**src/rtl/poly_mult_result_reducer_pkg.sv**
```systemverilog
// Shared definitions for the polynomial-multiplier result reducer:
// FSM state encoding and lane/index width helpers.
package poly_mult_result_reducer_pkg;

  typedef enum logic [1:0] {
    IDLE = 2'd0,
    PREP = 2'd1,
    EMIT = 2'd2
  } state_t;

  localparam int DEF_D     = 4;
  localparam int DEF_N     = 4;
  localparam int LANE_MULT = 2;

  function automatic int lane_width(input int n);
    return LANE_MULT * n;
  endfunction

  // Keep the index at least one bit wide so D = 1 still elaborates.
  function automatic int idx_width(input int d);
    return (d > 1) ? $clog2(d) : 1;
  endfunction

endpackage

```
**src/rtl/poly_mult_result_reducer_if.sv**
```systemverilog
// Product-vector input and reduced-coefficient output handshakes of the reducer.
interface poly_mult_result_reducer_if
  import poly_mult_result_reducer_pkg::*;
#(
  parameter int D = DEF_D,
  parameter int N = DEF_N
);
  localparam int LW = lane_width(N);
  localparam int IW = idx_width(D);

  logic [LW*(2*D-1)-1:0] p;
  logic                  in_valid;
  logic                  in_ready;
  logic [N-1:0]          out_coef;
  logic [IW-1:0]         out_idx;
  logic                  out_valid;
  logic                  out_ready;
  logic                  out_last;

  modport slave (
    input  p, in_valid, out_ready,
    output in_ready, out_coef, out_idx, out_valid, out_last
  );

  modport master (
    output p, in_valid, out_ready,
    input  in_ready, out_coef, out_idx, out_valid, out_last
  );

endinterface

```
**src/rtl/poly_mult_result_reducer_fold.sv**
```systemverilog
// Folds one upper lane onto one lower lane (negacyclic subtract or cyclic add)
// and reduces the result into [0, Q-1].
module poly_coef_fold_mod #(
  parameter int N          = 4,
  parameter int Q          = 13,
  parameter int NEGACYCLIC = 1
) (
  input  logic [2*N-1:0] lo,
  input  logic [2*N-1:0] hi,
  input  logic           has_upper,
  output logic [N-1:0]   c
);
  localparam int LW = 2 * N;
  localparam int AW = N + 1;
  localparam logic [LW-1:0] Q_LANE = LW'(Q);
  localparam logic [AW-1:0] Q_W    = AW'(Q);

  logic [AW-1:0] a;
  logic [AW-1:0] b;
  logic [AW-1:0] r;

  // Both residues are below Q, so one conditional correction brings the
  // N+1-bit sum or wrapped difference back into range.
  always_comb begin
    a = AW'(lo % Q_LANE);
    b = AW'(hi % Q_LANE);
    r = a;
    if (has_upper) begin
      if (NEGACYCLIC != 0) begin
        r = (a >= b) ? (a - b) : (a - b + Q_W);
      end else begin
        r = a + b;
        if (r >= Q_W) r = r - Q_W;
      end
    end
  end

  assign c = N'(r);

endmodule

```
**src/rtl/poly_mult_result_reducer.sv**
```systemverilog
// Captures the 2D-1 product lanes, folds them into D ring coefficients mod Q
// and streams them out one per cycle over a valid/ready handshake.
module poly_mult_result_reducer
  import poly_mult_result_reducer_pkg::*;
#(
  parameter int D          = 4,
  parameter int N          = 4,
  parameter int Q          = 13,
  parameter int NEGACYCLIC = 1
) (
  input logic                      clk,
  input logic                      rst,
  poly_mult_result_reducer_if.slave bus
);
  localparam int LW = lane_width(N);
  localparam int NL = 2 * D - 1;
  localparam int IW = idx_width(D);

  state_t        state_q;
  state_t        state_d;
  logic [LW-1:0] lanes [NL];
  logic [N-1:0]  coef_q;
  logic [N-1:0]  coef_d;
  logic [IW-1:0] idx_q;
  logic [IW-1:0] idx_d;
  logic          valid_q;
  logic          last_q;
  logic          capture;
  logic          load;
  logic          finish;
  logic [LW-1:0] lo;
  logic [LW-1:0] hi;
  logic          has_upper;

  always_ff @(posedge clk) begin
    if (!rst) state_q <= IDLE;
    else      state_q <= state_d;
  end

  always_comb begin
    state_d = state_q;
    capture = 1'b0;
    load    = 1'b0;
    finish  = 1'b0;
    case (state_q)
      IDLE: begin
        if (bus.in_valid && rst) begin
          capture = 1'b1;
          state_d = PREP;
        end
      end
      PREP: begin
        load    = 1'b1;
        state_d = EMIT;
      end
      EMIT: begin
        if (bus.out_ready) begin
          if (last_q) begin
            finish  = 1'b1;
            state_d = IDLE;
          end else begin
            load = 1'b1;
          end
        end
      end
      default: state_d = IDLE;
    endcase
  end

  // Coefficient being prepared: 0 during PREP, otherwise the one after the
  // beat currently on the output.
  always_comb begin
    idx_d     = (state_q == PREP) ? '0 : idx_q + IW'(1);
    has_upper = (int'(idx_d) < D - 1);
    lo        = '0;
    hi        = '0;
    for (int j = 0; j < NL; j++) begin
      if (j == int'(idx_d))     lo = lanes[j];
      if (j == int'(idx_d) + D) hi = lanes[j];
    end
  end

  poly_coef_fold_mod #(
    .N          (N),
    .Q          (Q),
    .NEGACYCLIC (NEGACYCLIC)
  ) u_fold (
    .lo        (lo),
    .hi        (hi),
    .has_upper (has_upper),
    .c         (coef_d)
  );

  always_ff @(posedge clk) begin
    if (!rst) begin
      for (int j = 0; j < NL; j++) lanes[j] <= '0;
      coef_q  <= '0;
      idx_q   <= '0;
      valid_q <= 1'b0;
      last_q  <= 1'b0;
    end else begin
      if (capture) begin
        for (int j = 0; j < NL; j++) lanes[j] <= bus.p[j*LW +: LW];
        idx_q <= '0;
      end
      if (load) begin
        coef_q  <= coef_d;
        idx_q   <= idx_d;
        valid_q <= 1'b1;
        last_q  <= (int'(idx_d) == D - 1);
      end
      if (finish) begin
        valid_q <= 1'b0;
        last_q  <= 1'b0;
      end
    end
  end

  assign bus.in_ready  = (state_q == IDLE) && rst;
  assign bus.out_coef  = coef_q;
  assign bus.out_idx   = idx_q;
  assign bus.out_valid = valid_q;
  assign bus.out_last  = last_q;

endmodule

```
**src/flat_wrapper.sv**
```systemverilog
// flat-port wrapper written by rule: the top's interface ports become plain ports
module poly_mult_result_reducer_flat import poly_mult_result_reducer_pkg::*;
#(
  parameter int D          = 4,
  parameter int N          = 4,
  parameter int Q          = 13,
  parameter int NEGACYCLIC = 1
)
  (clk, rst, bus_p, bus_in_valid, bus_out_ready, bus_in_ready, bus_out_coef, bus_out_idx, bus_out_valid, bus_out_last);
  poly_mult_result_reducer_if #(.D(D), .N(N)) bus_i ();
  input logic clk;
  input logic rst;
  input wire logic [$bits(bus_i.p)-1:0] bus_p;
  input wire logic [$bits(bus_i.in_valid)-1:0] bus_in_valid;
  input wire logic [$bits(bus_i.out_ready)-1:0] bus_out_ready;
  output wire logic [$bits(bus_i.in_ready)-1:0] bus_in_ready;
  output wire logic [$bits(bus_i.out_coef)-1:0] bus_out_coef;
  output wire logic [$bits(bus_i.out_idx)-1:0] bus_out_idx;
  output wire logic [$bits(bus_i.out_valid)-1:0] bus_out_valid;
  output wire logic [$bits(bus_i.out_last)-1:0] bus_out_last;
  assign bus_i.p = bus_p;
  assign bus_i.in_valid = bus_in_valid;
  assign bus_i.out_ready = bus_out_ready;
  assign bus_in_ready = bus_i.in_ready;
  assign bus_out_coef = bus_i.out_coef;
  assign bus_out_idx = bus_i.out_idx;
  assign bus_out_valid = bus_i.out_valid;
  assign bus_out_last = bus_i.out_last;
  poly_mult_result_reducer #(.D(D), .N(N), .Q(Q), .NEGACYCLIC(NEGACYCLIC)) u_core (.clk(clk), .rst(rst), .bus(bus_i));
endmodule
```
**config.mk**
```make
export PLATFORM = sky130hd
export DESIGN_NAME = poly_mult_result_reducer_flat
export DESIGN_NICKNAME = d
export VERILOG_FILES = /design/src/rtl/poly_mult_result_reducer_pkg.sv /design/src/rtl/poly_mult_result_reducer_if.sv /design/src/rtl/poly_mult_result_reducer_fold.sv /design/src/rtl/poly_mult_result_reducer.sv /design/src/flat_wrapper.sv
export SDC_FILE = /design/constraint.sdc
export NUM_CORES = 1
export LEC_CHECK = 0
export CAP_MARGIN = 20
export CORE_ASPECT_RATIO = 0.7
export CORE_MARGIN = 2
export CORE_UTILIZATION = 34
export CTS_CLUSTER_SIZE = 10
export DETAILED_ROUTE_END_ITERATION = 10
export PLACE_DENSITY = 0.53
export SKIP_LAST_GASP = 1
export SLEW_MARGIN = 30
export SYNTH_ARGS = -nofsm -noshare
export SYNTH_HDL_FRONTEND = slang
export SYNTH_SLANG_ARGS = --single-unit
export TNS_END_PERCENT = 50
```
**constraint.sdc**
```tcl
create_clock -name clk -period 8.32 [get_ports clk]
set_clock_uncertainty 0.2 [all_clocks]
set_input_delay 1.664 -clock clk [delete_from_list [all_inputs] [get_ports clk]]
set_output_delay 1.664 -clock clk [all_outputs]
set_load 0.05 [all_outputs]
```
Yosys cells after proc, flatten, opt, wreduce, memory -nomap -nowiden
Memory sizes are Yosys's and may differ from the RTL's.
Cells that the tools add are included.
{"block": "word_totals", "ram_bits": 56, "mem_bits_ro": 0, "out_inout_bits": 9, "register_bits": 10, "wordCells": 84, "n_memories": 1, "latch_bits": 0, "input_bits": 60}
{"block": "classes", "shifts": 0, "mul": 0, "reduce_logical": 8, "n_lt_le_gt_ge": 2, "n_eq_ne": 15, "div": 2, "bitwise": 8, "add_sub_neg": 4, "muxes": 39}
{"memory": "u_core.lanes", "words": 7, "width": 8, "rd": 7, "rd_clocked_by_memory_dff": 0, "wr": 7, "line_no": "poly_mult_result_reducer.sv:21", "rtl": "logic [LW-1:0] lanes [NL];"}
{"cell": "8-bit 2-to-1 mux", "n": 18}
{"cell": "4-bit by 32-bit equality test with 1-bit output (first input constant)", "n": 3}
{"cell": "3-bit by 32-bit equality test with 1-bit output (first input constant)", "n": 2}
{"cell": "2-bit by 32-bit equality test with 1-bit output (first input constant)", "n": 1}
{"cell": "32-bit logical NOT", "n": 1}
{"cell": "8-bit by 4-bit remainder unit with 8-bit output (second input constant)", "n": 2}
{"cell": "2-bit 2-to-1 mux", "n": 6}
{"cell": "1-bit 2-to-1 mux", "n": 11}
{"cell": "4-bit 2-to-1 mux", "n": 2}
{"cell": "1-bit bitwise OR", "n": 7}
{"cell": "2-bit case mux with 3 select lines", "n": 1}
{"cell": "5-bit >= comparator", "n": 1}
{"cell": "2-bit by 3-bit adder with 4-bit output (second input constant)", "n": 1}
{"cell": "4-bit adder (second input constant)", "n": 1}
{"cell": "2-bit by 1-bit equality test with 1-bit output (second input constant)", "n": 2}
{"cell": "2-bit equality test (first input constant)", "n": 2}
{"cell": "2-bit logical NOT", "n": 2}
{"cell": "2-bit by 1-bit != test with 1-bit output (second input constant)", "n": 2}
{"cell": "4-bit subtractor", "n": 1}
{"cell": "3-bit AND reduction", "n": 1}
{"cell": "2-bit by 1-bit adder with 2-bit output (second input constant)", "n": 1}
{"cell": "1-bit by 2-bit equality test with 1-bit output (first input constant)", "n": 1}
{"cell": "2-bit equality test (second input constant)", "n": 1}
{"cell": "1-bit logical AND", "n": 2}
{"cell": "other kinds (6)", "n": 6}

Depth between registers and ports, before layout
{"block": "depth", "ltp_word": 16, "depth_mapped": 38, "ltp_nobuf": 35}

By module
Synthesis repeated with hierarchy kept, for this count alone.
{"block": "hier_totals", "hier_cells": 533, "hier_area_um2": 5008.6}
{"module": "poly_mult_result_reducer", "cells_each": 246, "area_per_inst_um2": 3037.9, "seq_area_each_um2": 1881.8, "n_inst": 1}
{"module": "poly_coef_fold_mod", "cells_each": 287, "area_per_inst_um2": 1970.6, "seq_area_each_um2": 0.0, "n_inst": 1}

Worst setup path before layout
OpenSTA, ideal clock, no wires.
{"block": "synth_timing", "kind": "reg-to-reg", "start": "register u_core.idx_q[0] (netlist: u_core.bus.out_idx[0])", "end": "register u_core.coef_q[2] (netlist: u_core.bus.out_coef[2])", "period_less_slack_ns": 6.899, "arrival_ns": 6.577, "setup_ns": 0.123, "stages_incl_launch_ff": 37, "n_path_buf": 4, "required_time_ns": 7.997, "slack_ns": 1.421, "cell_sequence": "dfxtp_1 -> buf_6 -> buf_6 -> mux2i_1 -> o21ai_0 -> a21oi_2 -> buf_2 -> a21oi_1 -> o22ai_1 -> a21oi_2 -> ha_1 -> o21bai_1 -> a21oi_1 -> o31ai_4 -> buf_6 -> mux2_2 -> a21o_1 -> o21bai_2 -> xor2_1 -> ha_1 -> nand3b_1 -> a21oi_1 -> nor3_1 -> a221oi_4 -> nand2_2 -> mux2i_2 -> ha_1 -> a21boi_0 -> o21a_1 -> o21ai_0 -> nand2b_1 -> a21oi_1 -> nor2b_1 -> xnor2_1 -> nand2_1 -> o211ai_1 -> a21oi_1"}
{"block": "synth_between", "elab_chain_len": 16, "word_cells_on_any_way": 33, "cone_classes": "add/sub: 4; div: 2; order compare: 2; eq/ne: 9; mux: 14; reduce/logical: 2"}
{"item": "start, declared", "line_no": "poly_mult_result_reducer.sv:24", "rtl": "logic [IW-1:0] idx_q;"}
{"item": "start signal, assigned", "line_no": "poly_mult_result_reducer.sv:108", "rtl": "idx_q <= idx_d;"}
{"item": "2-bit by 1-bit adder with 2-bit output *", "line_no": "poly_mult_result_reducer.sv:73", "rtl": "idx_d = (state_q == PREP) ? '0 : idx_q + IW'(1);"}
{"item": "2-bit 2-to-1 mux *", "line_no": "poly_mult_result_reducer.sv:73"}
{"item": "2-bit by 3-bit adder with 4-bit output", "line_no": "poly_mult_result_reducer.sv:79", "rtl": "if (j == int'(idx_d) + D) hi = lanes[j];"}
{"item": "32-bit logical NOT", "line_no": "poly_mult_result_reducer.sv:79"}
{"item": "8-bit 2-to-1 mux (7 in a row)", "line_no": "poly_mult_result_reducer.sv:79"}
{"item": "8-bit by 4-bit remainder unit with 8-bit output", "line_no": "poly_mult_result_reducer_fold.sv:26", "rtl": "b = AW'(hi % Q_LANE);"}
{"item": "4-bit subtractor", "line_no": "poly_mult_result_reducer_fold.sv:30", "rtl": "r = (a >= b) ? (a - b) : (a - b + Q_W);"}
{"item": "4-bit adder", "line_no": "poly_mult_result_reducer_fold.sv:30"}
{"item": "4-bit 2-to-1 mux", "line_no": "poly_mult_result_reducer_fold.sv:30"}
{"item": "4-bit 2-to-1 mux *", "line_no": "poly_mult_result_reducer_fold.sv:28", "rtl": "if (has_upper) begin"}
{"item": "end signal, assigned", "line_no": "poly_mult_result_reducer.sv:107", "rtl": "coef_q <= coef_d;"}
{"item": "end, declared", "line_no": "poly_mult_result_reducer.sv:22", "rtl": "logic [N-1:0] coef_q;"}
Every way passes the cells marked *; elsewhere a longest branch is shown, timed or not.
A chain may end at the register's enable or synchronous reset.

Worst setup path in the final report
{"block": "layout_timing", "start": "register u_core.state_q[1]", "end": "register u_core.coef_q[2] (netlist: u_core.bus.out_coef[2])"}
{"block": "layout_between", "elab_chain_len": 16, "word_cells_on_any_way": 35, "cone_classes": "add/sub: 3; div: 2; order compare: 2; eq/ne: 11; mux: 15; reduce/logical: 2"}
{"item": "start, declared", "line_no": "poly_mult_result_reducer.sv:19", "rtl": "state_t state_q;"}
{"item": "start signal, assigned", "line_no": "poly_mult_result_reducer.sv:37", "rtl": "else state_q <= state_d;"}
{"item": "2-bit by 1-bit equality test with 1-bit output", "line_no": "poly_mult_result_reducer.sv:45, poly_mult_result_reducer.sv:73"}
{"item": "2-bit 2-to-1 mux", "line_no": "poly_mult_result_reducer.sv:73"}
{"item": "2-bit by 3-bit adder with 4-bit output", "line_no": "poly_mult_result_reducer.sv:79"}
{"item": "32-bit logical NOT", "line_no": "poly_mult_result_reducer.sv:79"}
{"item": "8-bit 2-to-1 mux (7 in a row)", "line_no": "poly_mult_result_reducer.sv:79"}
{"item": "8-bit by 4-bit remainder unit with 8-bit output", "line_no": "poly_mult_result_reducer_fold.sv:26"}
{"item": "4-bit subtractor", "line_no": "poly_mult_result_reducer_fold.sv:30"}
{"item": "4-bit adder", "line_no": "poly_mult_result_reducer_fold.sv:30"}
{"item": "4-bit 2-to-1 mux", "line_no": "poly_mult_result_reducer_fold.sv:30"}
{"item": "4-bit 2-to-1 mux", "line_no": "poly_mult_result_reducer_fold.sv:28"}
Several ways; a longest one is shown, not always the timed one.

==> results.yml <==
cts:
  holdBufCountCts: 0
  root_buffer: "clkbuf_16"
  cts_tree: "done"
  cts_buffers: 9
  clkLatencyLatePin_ns: 0.34
  clock-sinks: 66
  h-tree-depth: 3
  path_clk_slew_ns: 0.06
  clk_path_buf_depth: 2
die:
  core_mm2: 0.01392
  initial_core_util_pct: 34.74
  rows: 36
  io_pins: 69
  die-area_mm2: 0.01520
  dieWidth_um: 146.5
  dieHeight_um: 103.8
finish:
  syn2layout_area_growth_pct: 24.04
  drive_above_1_share_pct: 10.93
  nets: 640
  fin_area_mm2: 0.005997
  regArea_mm2: 0.001883
  fillers: 1356
  antenna_cells: 0
  multi_input_area_mm2: 0.002765
global_route:
  grt_pass1_wl_um: 19960
  antenna_found_initial: 0
  grt_max_degree: 57
  grt_overflow: 0
  grt_pass1_vias: 3894
  grt.total_usage_pct: 16.46
worst_setup_path:
  critPathRequiredTime_ns: 8.34
  slowest_stage: "mux2_2"
  cpPeakStageDelay_ns: 0.44
  startpoint_type: "register"
  crit_arrival_ns: 7.56
  crit_fanout: 15
  crit_type: "reg -> reg"
  worst-path-buf-inv: 2
  crit_family: "compound AO/OA/AOI/OAI gates"
  worst_setup_path_end_kind: "register"
yosys:
  synth_warnings: 0
  yosys.cell_types.count: 74
  yosysSeqAreaShare_pct: 38.92
  syn_nets: 577
  ys_async_sr_fraction_pct: 0
  synthesis.area_mm2: 0.004835
  syn_inst: 499
  synth_edf_count: 56
  synth_seq_cells: 66
  avgSynthCellArea_um2: 9.689
  ys.flop_type: "edfxtp_1"
detailed_routing:
  routed_wl_um: 11980
  drt_first_iter_violations: 238
  routedWlPerCell_um: 15.82
  ant_nets: 0
  vias: 3904
  dr.pass1.iters: 4
  drt-vias-per-instance: 5.157
  drc: 0
pwr:
  seq_power_share_pct: 19.6
  swShare_pct: 42.88
  p_int_uw: 1205
  p_leak_uw: 0.002243
  power.density_mw_per_mm2: 351.8
  power_frac_clock_pct: 18.1
  total_power_uw: 2110
  ir_drop_uv: 177.7
  switchingPower_uw: 904.5
  combPwrFrac_pct: 62.3
sta:
  fmax_mhz: 132.5
  grt_setup_unrepaired: "no"
  maxSlewHeadroom_pct: 50.88
  slew_viol_final: 0
  post-route-min-period_ns: 7.546
  hold_viol: 0
  worstMarginPinSlew_ns: 0.7367
  period_share_pct: 90.70
  fin_setup_tns_ns: 0
  setup_viol: 0
place:
  gp_congestion: 0.8297
  place_area_mm2: 0.005645
  portBuffers: 68
  dpl.hpwl_um: 8695
job:
  cap_violations: 0
worst_hold_path:
  hold_path_class: "reg -> reg"
outcome:
  status: "finished clean"
-- Yosys cell counts, types with 10 or more instances --
| library cell | instances | area share, % |
|---|---|---|
| edfxtp_1 | 56 | 35 |
| a21oi_1 | 45 | 4.7 |
| mux2i_1 | 20 | 4.1 |
| nor2_1 | 19 | 1.5 |
| nand2_1 | 46 | 3.6 |
| and2_1 | 58 | 7.5 |
| clkbuf_1 | 10 | 0.78 |
| inv_1 | 16 | 1.2 |
| xnor2_1 | 17 | 3.1 |
| nand3_1 | 14 | 1.4 |
| ha_1 | 17 | 4.4 |
| dfxtp_1 | 10 | 4.1 |
| o21ai_0 | 24 | 2.5 |
-- sequential cells by signal, summed over array words and instances (netlist names) --
signal,cells
u_core.bus.out_valid,1
u_core.lanes,56
u_core.bus.out_idx,2
u_core.state_q,2
u_core.bus.out_last,1
u_core.bus.out_coef,4
-- worst reg2reg max path: cells and delay by family (launching register included) --
family,cells,cell delay (ns)
mux,1,0.45
buf+inv,2,0.19
simple gates,8,1.20
xor+xnor,3,0.59
fa+ha+maj,4,1.10
flops,1,0.36
compound gates,17,3.35
-- final timing paths --
| kind | to | from | cells after the start | slack, ns |
|---|---|---|---|---|
| max | u_core.bus.out_coef[2] | u_core.state_q[1] | 35 | 0.77 |
| min | u_core.bus.out_coef[2] | u_core.bus.out_coef[2] | 2 | 0.26 |
| max reg2reg | u_core.bus.out_coef[2] | u_core.state_q[1] | 35 | 0.77 |
| min reg2reg | u_core.bus.out_coef[2] | u_core.bus.out_coef[2] | 2 | 0.26 |
-- logic make-up after synthesis --
| family | share of synthesized area [%] |
|---|---|
| buffers and inverters | 4.607 |
| AOI/OAI and AO/OA | 23.32 |
| and+or+nand+nor | 18.32 |
| muxes | 5.667 |
| DFF | 38.92 |
| adders and majority gates | 5.021 |
| xor gates and xnor gates | 4.141 |
-- power by group through the flow --
stage | logic [µW] | registers, µW | clock network (µW)
2_1_floorplan | 1010 | 445 | 0
3_3_place_gp | 1270 | 420 | 0
6_report | 1310 | 414 | 381
3_5_place_dp | 1270 | 421 | 0
5_1_grt | 1480 | 418 | 398
4_1_cts | 1280 | 414 | 388
-- cells in the final DEF (no fill, tap or decap), drive strengths merged, types with 5 or more instances in the layout --
cell / instances
a22o: 8
mux2: 5
mux2i: 21
clkdlybuf4s50: 68
nor2: 20
nand3: 14
dfxtp: 10
ha: 17
edfxtp: 56
and2: 58
nor3: 7
nand2: 48
nand2b: 6
a2bb2oi: 5
o2bb2ai: 6
a21o: 10
o21ai: 34
a21oi: 49
buf: 10
clkbuf: 9
xnor2: 18
inv: 16
-- metal layers --
layer | share of wire [%] | vias to the layer above | global-route usage [%]
li1 | - | 1956 | -
met1 | 50 | 1851 | 22.84
met2 | 45 | 83 | 26.15
met3 | 3.7 | 14 | 3.568
met4 | 1.2 | 0 | 4.230
met5 | 0 | - | 0
-- what timing repair did --
| action | in CTS | in global routing |
|---|---|---|
| resized for setup | 0 | 8 |
| buffers inserted | 0 | 3 |
| setup endpoints to repair | 0 | 4 |
-- area by class of cell --
cell class | instances | share of cell area (%)
Clock buffer | 9 | 3.755
Timing Repair Buffer | 78 | 12.60
Sequential cell | 66 | 31.40
Multi-Input combinational cell | 391 | 46.11
Clock inverter | 7 | 1.168
Inverter | 16 | 1.001
Tap cell | 190 | 3.964
-- stage by stage --
step	instances	util, %	hold slack [ns]	setup WS, ns
6_report	757	43.09	0.2610	0.7738
4_1_cts	754	42.68	0.2595	0.2592
3_5_place_dp	738	40.56	0.2501	0.3123
3_3_place_gp	738	40.56	0.2471	0.6529
2_1_floorplan	499	-	0.2871	1.421
5_1_grt	757	43.09	0.2780	0.04156
(Power assumes the default switching activity.)
